## config.mk

```make
export PLATFORM = sky130hd
export DESIGN_NAME = pcie_rx_req_decoder
export DESIGN_NICKNAME = d
export VERILOG_FILES = /design/src/rtl/pcie_tlp_pkg.sv /design/src/rtl/pcie_tlp_hdr_fields.sv /design/src/rtl/pcie_rx_req_decoder.sv
export SDC_FILE = /design/constraint.sdc
export NUM_CORES = 1
export LEC_CHECK = 0
export BUFFER_PORTS_ARGS = -buffer_cell sky130_fd_sc_hd__buf_2
export CAP_MARGIN = 10
export CORE_ASPECT_RATIO = 0.7
export CORE_MARGIN = 1.5
export CORE_UTILIZATION = 35
export CTS_BUF_LIST = sky130_fd_sc_hd__clkbuf_4 sky130_fd_sc_hd__clkbuf_8
export DETAILED_ROUTE_END_ITERATION = 8
export HOLD_SLACK_MARGIN = 0.1
export PLACE_DENSITY = 0.64
export SLEW_MARGIN = 10
export SYNTH_ARGS = -nofsm -noshare
export SYNTH_HDL_FRONTEND = slang
export SYNTH_HIERARCHICAL = 1
export SYNTH_SLANG_ARGS = --single-unit
```

## constraint.sdc

```tcl
create_clock -name i_clk -period 2.7 [get_ports i_clk]
set_clock_uncertainty 0.1 [all_clocks]
set_input_delay 0.405 -clock i_clk [delete_from_list [all_inputs] [get_ports i_clk]]
set_output_delay 0.405 -clock i_clk [all_outputs]
set_load 0.005 [all_outputs]
```

## src/rtl/pcie_tlp_pkg.sv

```systemverilog
// Shared TLP definitions for the PCIe endpoint RX decoder and TX generator.
// Holds fmt_type codes, header-beat bit offsets and the RX state encoding.
package pcie_tlp_pkg;

    localparam logic [6:0] MRD32 = 7'b00_00000;
    localparam logic [6:0] MRD64 = 7'b01_00000;
    localparam logic [6:0] MWR32 = 7'b10_00000;
    localparam logic [6:0] MWR64 = 7'b11_00000;
    localparam logic [6:0] CPL   = 7'b00_01010;
    localparam logic [6:0] CPLD  = 7'b10_01010;

    localparam int FMT_TYPE_LSB = 24;
    localparam int TC_LSB       = 20;
    localparam int TD_BIT       = 15;
    localparam int EP_BIT       = 14;
    localparam int ATTR_LSB     = 12;
    localparam int LEN_LSB      = 0;
    localparam int FBE_LSB      = 32;
    localparam int LBE_LSB      = 36;
    localparam int TAG_LSB      = 40;
    localparam int RID_LSB      = 48;
    localparam int ADDR3_LSB    = 66;
    localparam int ADDR4_LSB    = 98;
    localparam int DATA3_LSB    = 96;

    typedef enum logic [2:0] {
        ST_IDLE,
        ST_CPL_PEND,
        ST_CPL_CLR,
        ST_WR_DATA,
        ST_WR_ISSUE,
        ST_DRAIN
    } rx_state_e;

    typedef struct packed {
        logic [6:0]  fmt_type;
        logic [2:0]  tc;
        logic        td;
        logic        ep;
        logic [1:0]  attr;
        logic [9:0]  len;
        logic [3:0]  fbe;
        logic [3:0]  lbe;
        logic [7:0]  tag;
        logic [15:0] rid;
        logic [29:0] addr3;
        logic [29:0] addr4;
        logic [31:0] data3;
    } tlp_hdr_t;

endpackage

```

## src/rtl/pcie_tlp_hdr_fields.sv

```systemverilog
// Combinational field extractor for a 128-bit TLP header beat.
// Both 3DW and 4DW address positions are presented; the caller picks.
module pcie_tlp_hdr_fields
    import pcie_tlp_pkg::*;
(
    input  logic [127:0] tdata,
    output tlp_hdr_t     hdr
);

    assign hdr.fmt_type = tdata[FMT_TYPE_LSB +: 7];
    assign hdr.tc       = tdata[TC_LSB +: 3];
    assign hdr.td       = tdata[TD_BIT];
    assign hdr.ep       = tdata[EP_BIT];
    assign hdr.attr     = tdata[ATTR_LSB +: 2];
    assign hdr.len      = tdata[LEN_LSB +: 10];
    assign hdr.fbe      = tdata[FBE_LSB +: 4];
    assign hdr.lbe      = tdata[LBE_LSB +: 4];
    assign hdr.tag      = tdata[TAG_LSB +: 8];
    assign hdr.rid      = tdata[RID_LSB +: 16];
    assign hdr.addr3    = tdata[ADDR3_LSB +: 30];
    assign hdr.addr4    = tdata[ADDR4_LSB +: 30];
    assign hdr.data3    = tdata[DATA3_LSB +: 32];

    // reserved bits and the upper 4DW address are not decoded
    logic unused_bits;
    assign unused_bits = ^{tdata[31], tdata[23], tdata[19:16],
                           tdata[11:10], tdata[65:64]};

endmodule

```

## src/rtl/pcie_rx_req_decoder.sv

```systemverilog
// Single-DW MRd/MWr decoder on the PCIe RX AXI-Stream; drains the rest.
// Define PCIE_RX_MEM64_EN to also decode 4DW MRd64/MWr64.
module pcie_rx_req_decoder
    import pcie_tlp_pkg::*;
#(
    parameter int P_DATA_WIDTH = 128,
    parameter int P_KEEP_WIDTH = P_DATA_WIDTH / 8
) (
    input  logic                    i_clk,
    input  logic                    i_rst_n,
    input  logic [P_DATA_WIDTH-1:0] m_axis_rx_tdata,
    input  logic [P_KEEP_WIDTH-1:0] m_axis_rx_tkeep,
    input  logic                    m_axis_rx_tlast,
    input  logic                    m_axis_rx_tvalid,
    output logic                    m_axis_rx_tready,
    output logic                    req_compl,
    output logic                    req_compl_wd,
    input  logic                    compl_done,
    output logic [2:0]              req_tc,
    output logic                    req_td,
    output logic                    req_ep,
    output logic [1:0]              req_attr,
    output logic [9:0]              req_len,
    output logic [15:0]             req_rid,
    output logic [7:0]              req_tag,
    output logic [7:0]              req_be,
    output logic [31:0]             req_addr,
    output logic                    wr_en,
    output logic [31:0]             wr_addr,
    output logic [3:0]              wr_be,
    output logic [31:0]             wr_data,
    input  logic                    wr_busy,
    output logic [7:0]              unsupported_cnt
);

    rx_state_e state_q, state_d;
    tlp_hdr_t  hdr;
    logic      rdy_q;
    logic      drain_after_q;
    logic      beat_acc, hdr_acc;
    logic      len_ok, is_rd, is_wr3, is_wr4, is_unsup;
    logic [31:0] hdr_addr;

    pcie_tlp_hdr_fields u_fields (
        .tdata (m_axis_rx_tdata),
        .hdr   (hdr)
    );

    // rdy_q keeps tready low through reset and the first edge after it
    assign m_axis_rx_tready = rdy_q && (state_q == ST_IDLE ||
                                        state_q == ST_WR_DATA ||
                                        state_q == ST_DRAIN);
    assign beat_acc = m_axis_rx_tvalid && m_axis_rx_tready;
    assign hdr_acc  = beat_acc && (state_q == ST_IDLE);

    assign len_ok = (hdr.len == 10'd1) && !hdr.ep;
    assign is_wr3 = len_ok && (hdr.fmt_type == MWR32);
`ifdef PCIE_RX_MEM64_EN
    assign is_rd  = len_ok && (hdr.fmt_type == MRD32 ||
                               hdr.fmt_type == MRD64);
    assign is_wr4 = len_ok && (hdr.fmt_type == MWR64);
`else
    assign is_rd  = len_ok && (hdr.fmt_type == MRD32);
    assign is_wr4 = 1'b0;
`endif
    assign is_unsup = !(is_rd || is_wr3 || is_wr4);

    // fmt bit 0 (fmt_type[5]) selects the 4DW address position
    assign hdr_addr = hdr.fmt_type[5] ? {hdr.addr4, 2'b00}
                                      : {hdr.addr3, 2'b00};

    always_comb begin
        state_d = state_q;
        wr_en   = 1'b0;
        unique case (state_q)
            ST_IDLE: begin
                if (hdr_acc) begin
                    if (is_rd)
                        state_d = ST_CPL_PEND;
                    else if (is_wr3)
                        state_d = ST_WR_ISSUE;
                    else if (is_wr4)
                        state_d = ST_WR_DATA;
                    else if (!m_axis_rx_tlast)
                        state_d = ST_DRAIN;
                end
            end
            ST_CPL_PEND: begin
                if (compl_done)
                    state_d = ST_CPL_CLR;
            end
            ST_CPL_CLR: begin
                if (!compl_done)
                    state_d = ST_IDLE;
            end
`ifdef PCIE_RX_MEM64_EN
            ST_WR_DATA: begin
                if (beat_acc)
                    state_d = ST_WR_ISSUE;
            end
`endif
            ST_WR_ISSUE: begin
                wr_en = !wr_busy;
                if (!wr_busy)
                    state_d = drain_after_q ? ST_DRAIN : ST_IDLE;
            end
            ST_DRAIN: begin
                if (beat_acc && m_axis_rx_tlast)
                    state_d = ST_IDLE;
            end
            default: state_d = ST_IDLE;
        endcase
    end

    always_ff @(posedge i_clk or negedge i_rst_n) begin
        if (!i_rst_n) begin
            state_q         <= ST_IDLE;
            rdy_q           <= 1'b0;
            drain_after_q   <= 1'b0;
            req_compl       <= 1'b0;
            req_compl_wd    <= 1'b0;
            req_tc          <= '0;
            req_td          <= 1'b0;
            req_ep          <= 1'b0;
            req_attr        <= '0;
            req_len         <= '0;
            req_rid         <= '0;
            req_tag         <= '0;
            req_be          <= '0;
            req_addr        <= '0;
            wr_addr         <= '0;
            wr_be           <= '0;
            wr_data         <= '0;
            unsupported_cnt <= '0;
        end else begin
            state_q   <= state_d;
            rdy_q     <= 1'b1;
            req_compl <= hdr_acc && is_rd;
            if (hdr_acc && is_rd) begin
                req_compl_wd <= 1'b1;
                req_tc       <= hdr.tc;
                req_td       <= hdr.td;
                req_ep       <= hdr.ep;
                req_attr     <= hdr.attr;
                req_len      <= hdr.len;
                req_rid      <= hdr.rid;
                req_tag      <= hdr.tag;
                req_be       <= {hdr.lbe, hdr.fbe};
                req_addr     <= hdr_addr;
            end
            if (hdr_acc && (is_wr3 || is_wr4)) begin
                wr_addr       <= hdr_addr;
                wr_be         <= hdr.fbe;
                drain_after_q <= 1'b0;
                if (is_wr3)
                    wr_data <= hdr.data3;
            end
            // 4DW write payload arrives in the second beat
            if (state_q == ST_WR_DATA && beat_acc) begin
                wr_data       <= m_axis_rx_tdata[31:0];
                drain_after_q <= !m_axis_rx_tlast;
            end
            if (hdr_acc && is_unsup && unsupported_cnt != 8'hFF)
                unsupported_cnt <= unsupported_cnt + 8'd1;
        end
    end

    logic unused_bits;
    assign unused_bits = ^m_axis_rx_tkeep;

endmodule

```

* After elaboration in Yosys (flattened, before gate mapping)
Index checks and enable logic that the tools add are counted.
** Storage, ports and cells
- Input port bits :: 150
- Register bits after elaboration :: 164
** Cells by class
- Reduce and logical (&&, ||, !) cells :: 25
- $add $sub $neg :: 1
- Equality and inequality tests :: 14
- Mux-type cells :: 17
** Operators by type and width (count)
- 32-bit 2-to-1 mux :: 4
- 3-bit 2-to-1 mux :: 9
- 3-bit case mux with 5 select lines :: 1
- 1-bit logical AND :: 12
- 10-bit by 1-bit equality test with 1-bit output, second input constant :: 1
- 8-bit by 1-bit adder with 8-bit output, second input constant :: 1
- 2-bit != test, second input constant :: 4
- 8-bit != test, second input constant :: 1
- 7-bit equality test, second input constant :: 1
- 7-bit logical NOT :: 1
- 3-bit by 2-bit equality test with 1-bit output, second input constant :: 2
- 3-bit equality test, second input constant :: 2
- 6-bit AND reduction :: 1
- 1-bit logical NOT :: 4
- 4-bit != test, second input constant :: 1
- 2-bit nonzero test :: 2
- 3-bit by 1-bit equality test with 1-bit output, second input constant :: 1
- 3-bit logical NOT :: 1
- 1-bit logical OR :: 3
- 1-bit 2-to-1 mux :: 3
- 2-bit by 1-bit != test with 1-bit output, second input constant :: 1
- 2-bit AND reduction :: 1

* Depth between registers and ports, before layout
Gate-level depths: netlist of the first run.
- Depth in word-level cells :: 9
- Depth in mapped cells :: 12
- Mapped depth without buffers :: 6

* Hierarchy
The synthesis of the first run kept the hierarchy.
** By module, submodules not included
- pcie_rx_req_decoder :: area an instance 6602.6 sq um, cells each 693, instances 1
- pcie_tlp_hdr_fields :: area an instance 1111.1 sq um, cells each 148, instances 1

* Least setup slack after synthesis of the first run
OpenSTA, ideal clock, no wires.
- Path type :: input to register
- Start point :: input m_axis_rx_tdata[27]
- End point :: register req_addr[10]
- Stages :: 9
- Library setup time :: 0.133 ns
- Slack :: 0.148 ns
- Data arrival time :: 2.319 ns
- Data required time :: 2.467 ns
- Path buffers :: 4
- Cells stage by stage :: buf_4 > or4_1 > or3b_1 > buf_2 > or3_4 > buf_6 > clkbuf_1 > nand2_1 > o21ai_0
** On the way
- Word-level cells in the longest chain between the ends :: 3
** RTL lines
- from (decl) :: RTL line pcie_rx_req_decoder.sv:11 : input logic [P_DATA_WIDTH-1:0] m_axis_rx_tdata,
- 7-bit logical NOT :: RTL line pcie_rx_req_decoder.sv:63 : assign is_rd = len_ok && (hdr.fmt_type == MRD32);
- 1-bit logical AND :: RTL line pcie_rx_req_decoder.sv:63
- 1-bit logical AND :: RTL line pcie_rx_req_decoder.sv:139 : if (hdr_acc && is_rd) begin
- to (signal assigned) :: RTL line pcie_rx_req_decoder.sv:149 : req_addr <= hdr_addr;
- to (decl) :: RTL line pcie_rx_req_decoder.sv:27 : output logic [31:0] req_addr,
No other way between the ends.
A chain may end at the register's enable or synchronous reset.

* Worst setup path in the final report of the first run
- Start point :: input m_axis_rx_tdata[27]
- End point :: register wr_data[18]
** On the way
- Word-level cells in the longest chain between the ends :: 5
** RTL lines
- 7-bit equality test (*) :: RTL line pcie_rx_req_decoder.sv:57 : assign is_wr3 = len_ok && (hdr.fmt_type == MWR32);
- 1-bit logical AND (*) :: RTL line pcie_rx_req_decoder.sv:57
- 1-bit logical AND :: RTL line pcie_rx_req_decoder.sv:151 : if (hdr_acc && (is_wr3 || is_wr4)) begin
- 2-bit nonzero test (no source line)
- 2-bit AND reduction (no source line) (*)
- to (signal assigned) :: RTL line pcie_rx_req_decoder.sv:156 : wr_data <= hdr.data3;
- to (signal assigned) :: RTL line pcie_rx_req_decoder.sv:160 : wr_data <= m_axis_rx_tdata[31:0];
- to (decl) :: RTL line pcie_rx_req_decoder.sv:31 : output logic [31:0] wr_data,
Every way passes the cells marked *; elsewhere a longest branch is shown, timed or not.

==> results.cfg, run 1 <==
[worst_setup_path]
reg2reg_from = state_q[1]
cp.required_ns = 2.98
cp_data_arrival_time_ns = 2.93
end_kind = register
cp_max_fo = 17
timing.reg2reg.worst_path_depth = 8
worst_r2r_endpoint = wr_data[18]
rrSetupSlack_ns = 0.17
crit_type = in2reg
startpoint_type = primary input

[clocking]
clock_tree.htree_level_count = 4
maximum_buffer_depth_of_the_clock_tree = 2
clk_root_buffer_cell = sky130_fd_sc_hd__clkbuf_8
postCtsSetupBuffers = 0
numClockSinks = 160
worst_setup_hold_path_clk_slew_ns = 0.09
insertion_delay_ns = 0.44
cts_made_buffers = 17
cts_tree = yes

[route]
drt_iter0_drc = 319
via_count_of_the_routed_design = 6143
wl_per_cell_um = 15.5
residual_drc_count = 0
antenna_violating_nets_post_route = 0
avgViaCountPerCell = 4.58
drt-total-wl_um = 20800
drt-pass1-iter-count = 4

[floorplanning]
ioPinCount = 311
placeableCoreArea_um2 = 21700
chipWidth_um = 180
die-area_um2 = 23000
num_rows = 45
floorplan.initialDensity_pct = 35.6
die_h_um = 127

[power_and_ir_drop]
total_leakage_power_nw = 5.33
totalPowerFinal_w = 0.00574
power_density_nw_per_um2 = 599
vdd.ir_drop.worst_mv = 0.331

[timing]
slew_headroom_pct = 57.5
finalCritPeriodShare_pct = 98.4
setup_viol = 0
max_clock_freq_ghz = 0.376
final_period_minus_worst_setup_slack_ns = 2.66
hold_worst_slack_ns = 0.143
worstMarginPinSlew_ns = 0.638
setup_repair_after_global_routing_missed_its_margin = false
count_of_pins_over_their_slew_limit = 0
finalHoldViolations = 0

[cells_and_area]
final_util_pct = 44.2
layout_commonest_cell = sky130_fd_sc_hd__buf_2
mostFrequentLayoutCells = sky130_fd_sc_hd__buf_2 (287), sky130_fd_sc_hd__nand2_1 (254), sky130_fd_sc_hd__dfrtp_1 (160)
area.growth.synth_to_final_pct = 24.1
drive_gt1_share_pct = 33.1
layout.nets = 1197

[yosys]
post_synth.cell_area_avg_um2 = 9.17
synth_largest_area_cell = sky130_fd_sc_hd__dfrtp_1
synth.cell_area_um2 = 7710
ys_warn_count = 6
yosys-top-cells-area = sky130_fd_sc_hd__dfrtp_1 (52%), sky130_fd_sc_hd__buf_4 (15%), sky130_fd_sc_hd__nand2_1 (12%), sky130_fd_sc_hd__o21ai_0 (4.2%), sky130_fd_sc_hd__mux2i_1 (3.9%)
synth_enable_flop_cells = 0
synth.ff_latch_count = 160
count_of_cell_types_in_the_netlist = 37
asyncSetResetFlopFracSynth_pct = 100
syn-instance-count = 841
postSynth.topFlopCell = sky130_fd_sc_hd__dfrtp_1
synth_seq_area_share_pct = 51.9
yosysTopAreaCellShare_pct = 51.9

[placed_design]
final_replace_weighted_congestion = 0.792
hpwlAfterDp_um = 14300
placement.io_buffers = 288

[min_path]
timing.hold.worst_endpoint = wr_data[16]
worst_hold_path_type = in2reg
worstHoldPathCells = 3
launch_instance_of_the_worst_min_delay_path = m_axis_rx_tdata[112]

[global_route]
grt_remaining_overflow = 0
antenna_found_initial = 1
track_usage_pct = 18.2
via_count_of_the_first_global_routing_pass = 6056
first_pass_grt_wire_length_um = 32400
grt_max_degree = 98

[job]
cap_viol_max_count = 0

[run_status]
outcome = complete, no violations
## final cells by class
| class | count | area, µm² |
|---|---|---|
| clock buffers | 19 | 255 |
| diodes | 1 | 2.50 |
| repair buffers | 379 | 2420 |
| flip-flops and latches | 160 | 4000 |
| clock inverters | 13 | 130 |
| inverters | 5 | 18.8 |
| multi-input cells | 483 | 2390 |
| fillers | 2105 | 12100 |
| well taps | 282 | 353 |
## cell usage after synthesis, types with 3 or more instances
cell type	number
sky130_fd_sc_hd__xor2_1	7
sky130_fd_sc_hd__and2_1	12
sky130_fd_sc_hd__nor3_1	4
sky130_fd_sc_hd__mux2i_1	30
sky130_fd_sc_hd__a31oi_1	33
sky130_fd_sc_hd__nand2b_1	3
sky130_fd_sc_hd__nor4_1	3
sky130_fd_sc_hd__nor2_1	38
sky130_fd_sc_hd__inv_1	4
sky130_fd_sc_hd__dfrtp_1	160
sky130_fd_sc_hd__o21ai_0	65
sky130_fd_sc_hd__buf_6	3
sky130_fd_sc_hd__nand4_1	3
sky130_fd_sc_hd__nand2_1	254
sky130_fd_sc_hd__buf_4	152
sky130_fd_sc_hd__clkbuf_1	34
sky130_fd_sc_hd__buf_2	7
sky130_fd_sc_hd__nand3_1	5
## report_power, final
part / switching (W) / internal [W]
registers: 0.000208 / 0.00268
clock network: 0.000962 / 0.000783
logic: 0.000531 / 0.000576
total: 0.00170 / 0.00404
## through the flow
step	setup WS, ns	TNS (ns)	instances	cell area (µm²)
2_1_floorplan	0.148	0	844	7720
3_5_place_dp	-0.0138	-0.0138	1238	8470
6_report	0.0434	0	1342	9570
3_3_place_gp	0.0348	0	1238	8470
4_1_cts	0.0207	0	1341	9570
5_1_grt	0.0184	0	1342	9570
## registers in the layout, summed over array words and instances, names as in the netlist, 3 cells and up
signal and cells:
wr_be 4, req_rid 16, req_addr 30, req_tc 3, req_len 10, unsupported_cnt 8
req_be 8, req_tag 8, state_q 3, wr_data 32, wr_addr 30
## routing by layer
| layer | track usage [%] | vias up | share of wire (%) |
|---|---|---|---|
| met3 | 5.59 | 20 | 7.1 |
| met1 | 23.5 | 2918 | 45 |
| met2 | 29.7 | 239 | 47 |
| met4 | 5.34 | 0 | 1.4 |
| li1 | - | 2966 | - |
| met5 | 0 | - | 0 |
## critical path, stage by stage
cell                            delay, ns
sky130_fd_sc_hd__buf_2               0.12
sky130_fd_sc_hd__or4_4               0.59
sky130_fd_sc_hd__or3b_1              0.42
sky130_fd_sc_hd__buf_4               0.16
sky130_fd_sc_hd__nor3_4              0.22
sky130_fd_sc_hd__buf_12              0.20
sky130_fd_sc_hd__nand2_1             0.06
sky130_fd_sc_hd__a31oi_1             0.17
sky130_fd_sc_hd__dlygate4sd3_1       0.57
## kinds of logic (layout without fill, tap and decap cells)
| kind of cell | after synthesis | in the layout | share of synthesized area (%) |
|---|---|---|---|
| buf+inv | 201 | 416 | 17.6 |
| compound gates | 104 | 104 | 7.51 |
| mux | 32 | 32 | 4.18 |
| xor+xnor | 8 | 8 | 0.908 |
| fa+ha+maj | 1 | 1 | 0.162 |
| other cells | 2 | 6 | 0.0974 |
| flops | 160 | 160 | 51.9 |
| simple gates | 333 | 333 | 17.6 |
## worst max path at each step
stage	end	cells after the start	from
after detailed placement	req_addr[2]	7	m_axis_rx_tdata[27]
after floorplan	req_addr[10]	9	m_axis_rx_tdata[27]
after global routing	wr_data[18]	9	m_axis_rx_tdata[27]
final	wr_data[18]	9	m_axis_rx_tdata[27]
after CTS	wr_data[18]	9	m_axis_rx_tdata[27]
after global placement	req_rid[8]	8	m_axis_rx_tdata[27]
## repair_timing
| action | in CTS | in global routing |
|---|---|---|
| hold endpoints to repair | 106 | 0 |
| hold buffers | 71 | 0 |
| gates resized for setup | 0 | 1 |
| setup endpoints to repair | 0 | 1 |
No activity file was read; power rests on OpenSTA's default activity.
==> run 2: changes to the inputs <==
--- a/config.mk
+++ b/config.mk
@@ -14,6 +14,7 @@
 export DETAILED_ROUTE_END_ITERATION = 8
 export HOLD_SLACK_MARGIN = 0.1
 export PLACE_DENSITY = 0.64
+export RECOVER_POWER = 100
 export SLEW_MARGIN = 10
 export SYNTH_ARGS = -nofsm -noshare
 export SYNTH_HDL_FRONTEND = slang
==> run 2 against run 1 <==
Worst hold slack got worse by 0.0014 ns. Sequential share of layout area rose by 1.0 points. First-iteration DRC count rose by 0.31%. Clock power barely moved. Highest routed layer unchanged.
==> results.cfg, run 2 (synthesis gave the netlist of run 1 again) <==
[worst_setup_path]
reg2reg_from = state_q[0]
startpoint_type = primary input
rrSetupSlack_ns = 0.21
end_kind = register
crit_type = in2reg
worst_r2r_endpoint = wr_data[18]
worst_setup_path_endpoint = wr_data[18]
cp_data_arrival_time_ns = 2.87
cp.required_ns = 2.98
timing.reg2reg.worst_path_depth = 8
cp_max_fo = 17
crit_path_start = m_axis_rx_tdata[27]

[global_route]
grt_max_degree = 98
via_count_of_the_first_global_routing_pass = 6056
track_usage_pct = 18.2
grt_remaining_overflow = 0
first_pass_grt_wire_length_um = 32400
antenna_found_initial = 1

[timing]
final_period_minus_worst_setup_slack_ns = 2.58
setup-tns-final_ns = 0
setup_viol = 0
finalHoldViolations = 0
count_of_pins_over_their_slew_limit = 0
slew_headroom_pct = 27.3
finalCritPeriodShare_pct = 95.7
worstMarginPinSlew_ns = 1.09
max_clock_freq_ghz = 0.387
hold_worst_slack_ns = 0.141
setup_repair_after_global_routing_missed_its_margin = false

[cells_and_area]
flip_flop_count_of_the_largest_register_after_layout = 32
mostFrequentLayoutCells = sky130_fd_sc_hd__nand2_1 (254), sky130_fd_sc_hd__buf_2 (191), sky130_fd_sc_hd__dfrtp_1 (160)
largest_registers = wr_data (32), req_addr (30), wr_addr (30)
final_util_pct = 43.1
drive_gt1_share_pct = 23.3
area.growth.synth_to_final_pct = 21.1
layout_commonest_cell = sky130_fd_sc_hd__nand2_1
fillCellCount = 2151
layout.nets = 1197
largest_register = wr_data

[clocking]
clk_root_buffer_cell = sky130_fd_sc_hd__clkbuf_8
numClockSinks = 160
insertion_delay_ns = 0.44
maximum_buffer_depth_of_the_clock_tree = 2
worst_setup_hold_path_clk_slew_ns = 0.09
clock_tree.htree_level_count = 4
cts_tree = yes
cts_made_buffers = 17

[power_and_ir_drop]
intPower_w = 0.00398
vdd.ir_drop.worst_mv = 0.326
sequentialPowerShare_pct = 50.8
power.switching_w = 0.00171
total_leakage_power_nw = 4.86
power_density_nw_per_um2 = 609
combinationalPowerShare_pct = 18.4
clock_power_share_pct = 30.7
power.switching_fraction_pct = 30.1

[floorplanning]
ioPinCount = 311
placeableCoreArea_um2 = 21700
die-area_um2 = 23000
die_h_um = 127
num_rows = 45
floorplan.initialDensity_pct = 35.6
chipWidth_um = 180

[placed_design]
hpwlAfterDp_um = 14300
placement.io_buffers = 288
final_replace_weighted_congestion = 0.792

[min_path]
worst_hold_path_type = in2reg

[route]
drt_iter0_drc = 320
avgViaCountPerCell = 4.56
antenna_violating_nets_post_route = 0
via_count_of_the_routed_design = 6120
wl_per_cell_um = 15.6
drt-pass1-iter-count = 7
drt-total-wl_um = 20900
residual_drc_count = 0

[run_status]
outcome = complete, no violations

[job]
cap_viol_max_count = 0
## run 2: changes by cell type in the layout (fill, tap and decap cells not counted), moves of 2 or more
cell | before | now
sky130_fd_sc_hd__clkbuf_1 | 0 | 99
sky130_fd_sc_hd__buf_2 | 287 | 191
sky130_fd_sc_hd__buf_4 | 11 | 5
sky130_fd_sc_hd__and2_0 | 0 | 5
sky130_fd_sc_hd__and2_1 | 12 | 7
sky130_fd_sc_hd__buf_12 | 9 | 4
sky130_fd_sc_hd__clkbuf_2 | 0 | 4
sky130_fd_sc_hd__clkbuf_4 | 1 | 4
sky130_fd_sc_hd__buf_1 | 0 | 2
## run 2: through the flow
| step | power [W] | instances | setup WS (ns) | instance area [µm²] |
|---|---|---|---|---|
| 6_report | 0.00569 | 1342 | 0.116 | 9340 |
| 3_3_place_gp | 0.00392 | 1238 | 0.0348 | 8470 |
| 5_1_grt | 0.00602 | 1342 | 0.0323 | 9340 |
| 2_1_floorplan | 0.00351 | 844 | 0.148 | 7720 |
| 3_5_place_dp | 0.00395 | 1238 | -0.0138 | 8470 |
| 4_1_cts | 0.00582 | 1341 | 0.0207 | 9570 |
## run 2: cell type report
| type | count | area (µm²) | share of cell area, % |
|---|---|---|---|
| clock buffers | 19 | 255 | 2.73 |
| flip-flops and latches | 160 | 4000 | 42.8 |
| inverters | 5 | 18.8 | 0.201 |
| diodes | 1 | 2.50 | 0.0268 |
| clock inverters | 13 | 130 | 1.39 |
| multi-input cells | 483 | 2370 | 25.4 |
| well taps | 282 | 353 | 3.78 |
| repair buffers | 379 | 2210 | 23.6 |
## run 2: critical path: stages
cell and delay (ns):
sky130_fd_sc_hd__clkbuf_1 0.12, sky130_fd_sc_hd__or4_4 0.60, sky130_fd_sc_hd__or3b_1 0.42, sky130_fd_sc_hd__clkbuf_1 0.14, sky130_fd_sc_hd__nor3_4 0.17, sky130_fd_sc_hd__buf_12 0.19, sky130_fd_sc_hd__nand2_1 0.06, sky130_fd_sc_hd__a31oi_1 0.17
sky130_fd_sc_hd__dlygate4sd3_1 0.57
## run 2: layer usage
metal	routed length (µm)	vias to the layer above	global-route usage (%)
met5	0	-	0
met4	289	0	5.34
met3	1400	19	5.59
met2	9740	216	29.7
met1	9480	2917	23.5
li1	-	2968	-
## run 2: timing repair
item | CTS | global route
setup endpoints to repair | 0 | 1
hold buffers | 71 | 0
resized for setup | 0 | 1
buffers inserted | 0 | 0
endpoints found under the hold margin | 106 | 0
## run 2: how the worst min path moves through the flow
| stage | start | to | slack [ns] | cells after the start |
|---|---|---|---|---|
| after floorplan | i_rst_n | drain_after_q | 0.009 | 0 |
| after global placement | i_rst_n | req_addr[4] | 0.26 | 1 |
| after detailed placement | i_rst_n | req_addr[4] | 0.26 | 1 |
| after CTS | m_axis_rx_tdata[3] | wr_data[3] | 0.10 | 3 |
| after global routing | m_axis_rx_tdata[8] | wr_data[8] | 0.10 | 3 |
| final | m_axis_rx_tdata[108] | wr_data[12] | 0.14 | 3 |
## run 2: power by group through the flow
stage | clock [W] | combinational [W] | sequential [W]
floorplan | 0 | 0.000607 | 0.00291
global placement | 0 | 0.00100 | 0.00292
detailed placement | 0 | 0.00103 | 0.00292
CTS | 0.00182 | 0.00111 | 0.00288
global route | 0.00192 | 0.00117 | 0.00293
finish | 0.00175 | 0.00105 | 0.00289
==> run 3: changes to the inputs <==
--- a/config.mk
+++ b/config.mk
@@ -13,7 +13,6 @@
 export CTS_BUF_LIST = sky130_fd_sc_hd__clkbuf_4 sky130_fd_sc_hd__clkbuf_8
 export DETAILED_ROUTE_END_ITERATION = 8
 export HOLD_SLACK_MARGIN = 0.1
-export PLACE_DENSITY = 0.64
 export RECOVER_POWER = 100
 export SLEW_MARGIN = 10
 export SYNTH_ARGS = -nofsm -noshare
==> run 3 against run 2 <==
The flow now finishes with violations (max-capacitance violations, max-slew violations). Maximum frequency decreased by 1.3%. Via count decreased by 1.0%. Routed wire length increased by 0.66%. Utilization increased by 0.081 points. Sequential share of layout area decreased by 0.080 points. Sequential cell count unchanged. Clock-buffer cell count unchanged. Non-clock buffer count unchanged. Critical endpoint is now wr_data[23]. Highest routed layer unchanged.
==> results.cfg, run 3 (synthesis gave the netlist of run 1 again) <==
[worst_setup_path]
critical_path_buf_inv_count = 4
critical_path.top_delay_family = simple AND/OR/NAND/NOR gates
cpPeakStageDelay_ns = 0.57
cp.required_ns = 3.00
cp_data_arrival_time_ns = 2.91
startpoint_type = primary input
path_cells = buf_2 -> or4_4 -> or3b_4 -> buf_4 -> nor3_4 -> buf_12 -> nand2_1 -> a31oi_1 -> dlygate4sd3_1
end_kind = register
cp_max_stage_cell = sky130_fd_sc_hd__or4_4
cp_max_fo = 18
crit_type = in2reg

[route]
drt_iter0_drc = 273
avgViaCountPerCell = 4.52
antenna_violating_nets_post_route = 0
wl_per_cell_um = 15.7
drt-total-wl_um = 21100
via_count_of_the_routed_design = 6059
residual_drc_count = 0
drt-pass1-iter-count = 5

[cells_and_area]
final_util_pct = 43.2
antenna-diode-count = 0
area.growth.synth_to_final_pct = 21.4
seq_area_um2 = 4000
largest_registers = wr_data (32), req_addr (30), wr_addr (30)
layout.nets = 1197
drive_gt1_share_pct = 23.7
stdcell_count = 1341
multi_input_comb_area_um2 = 2390
mostFrequentLayoutCells = sky130_fd_sc_hd__nand2_1 (254), sky130_fd_sc_hd__buf_2 (190), sky130_fd_sc_hd__dfrtp_1 (160)
layout_commonest_cell = sky130_fd_sc_hd__nand2_1
flip_flop_count_of_the_largest_register_after_layout = 32
largest_register = wr_data
fillCellCount = 2173

[floorplanning]
chipWidth_um = 180
die-area_um2 = 23000
num_rows = 45
placeableCoreArea_um2 = 21700
floorplan.initialDensity_pct = 35.6
ioPinCount = 311
die_h_um = 127

[global_route]
via_count_of_the_first_global_routing_pass = 6158
track_usage_pct = 18.5
grt_remaining_overflow = 0
grt_max_degree = 57
antenna_found_initial = 0
first_pass_grt_wire_length_um = 33100

[placed_design]
dp.cells = 1238
final_replace_weighted_congestion = 0.774
placement.io_buffers = 288
hpwlAfterDp_um = 14400

[run_status]
outcome = complete, but fails checks
violations_in_the_final_reports = max-capacitance violations, max-slew violations

[timing]
slew_headroom_pct = -0.813
count_of_pins_over_their_slew_limit = 55
finalCritPeriodShare_pct = 97.0
finalHoldViolations = 0
worstMarginPinSlew_ns = 1.51
final_period_minus_worst_setup_slack_ns = 2.62
setup_viol = 0
max_clock_freq_ghz = 0.382

[clocking]
insertion_delay_ns = 0.45
clock_tree.htree_level_count = 4
maximum_buffer_depth_of_the_clock_tree = 2
cts_tree = yes
cts_made_buffers = 17
worst_setup_hold_path_clk_slew_ns = 0.10
numClockSinks = 160
clk_root_buffer_cell = sky130_fd_sc_hd__clkbuf_8

[job]
cap_viol_max_count = 1

[power_and_ir_drop]
total_leakage_power_nw = 4.88
power_density_nw_per_um2 = 613
vdd.ir_drop.worst_mv = 0.400

[min_path]
worst_hold_path_type = in2reg
-- run 3: cell types whose count changed in the layout (fill, tap and decap cells not counted), sizes merged --
cell         before  now
buf             202  206
clkbuf          125  123
dlygate4sd3      71   69
clkinv            5    6
diode             1    0
inv               9    8
-- run 3: where the power goes --
part	internal, W	switching [W]
sequential	0.00268	0.000209
clock	0.000781	0.000978
combinational	0.000551	0.000541
-- run 3: cell type report --
cell class / instances / share of cell area, %
clock buffer: 19 / 2.73
clock inverter: 13 / 1.39
inverter: 5 / 0.200
multi-input combinational: 483 / 25.5
sequential: 160 / 42.8
tap: 282 / 3.77
timing repair buffer: 379 / 23.6
-- run 3: stage by stage --
stage          setup TNS (ns)  worst slack (ns)  power, W  hold WS [ns]  instance area [µm²]
2_1_floorplan               0             0.148   0.00351       0.00941                 7720
3_3_place_gp                0            0.0427   0.00393         0.320                 8460
3_5_place_dp                0            0.0119   0.00395         0.318                 8460
4_1_cts                     0            0.0282   0.00585         0.101                 9530
5_1_grt              -0.00428          -0.00428   0.00609         0.104                 9360
6_report                    0            0.0819   0.00574         0.133                 9360
-- run 3: path summary, 6_finish.rpt --
path / end / depth (start not counted) / slack (ns) / from
worst max-delay path: wr_data[23] / 9 / 0.08 / m_axis_rx_tdata[27]
worst min-delay path: wr_data[21] / 3 / 0.13 / m_axis_rx_tdata[117]
worst max register to register: wr_data[18] / 8 / 0.19 / state_q[2]
worst min register to register: req_rid[9] / 2 / 0.38 / req_rid[9]
max in group asynchronous: wr_addr[4] / 3 / 0.61 / i_rst_n
min in group asynchronous: unsupported_cnt[1] / 2 / 0.75 / i_rst_n
-- run 3: worst register-to-register path: stages, from the launching register on --
cell	delay, ns
sky130_fd_sc_hd__dfrtp_1	0.42
sky130_fd_sc_hd__and3b_1	0.33
sky130_fd_sc_hd__nand4_1	0.17
sky130_fd_sc_hd__clkbuf_1	0.17
sky130_fd_sc_hd__nand2b_4	0.23
sky130_fd_sc_hd__buf_12	0.20
sky130_fd_sc_hd__nand2_1	0.13
sky130_fd_sc_hd__a31oi_1	0.07
sky130_fd_sc_hd__dlygate4sd3_1	0.58
-- run 3: layer usage --
metal / vias up / global-route usage, % / wire length, µm
met4: 0 / 4.84 / 291
li1: 2967 / - / -
met3: 23 / 5.67 / 1470
met2: 220 / 28.9 / 9390
met5: - / 0 / 0
met1: 2849 / 25.0 / 9900
-- run 3: repair_timing --
action,in CTS,in global routing
hold buffers,69,0
setup endpoints to repair,0,5
buffers inserted,0,1
hold endpoints to repair,118,0
resized for setup,0,3
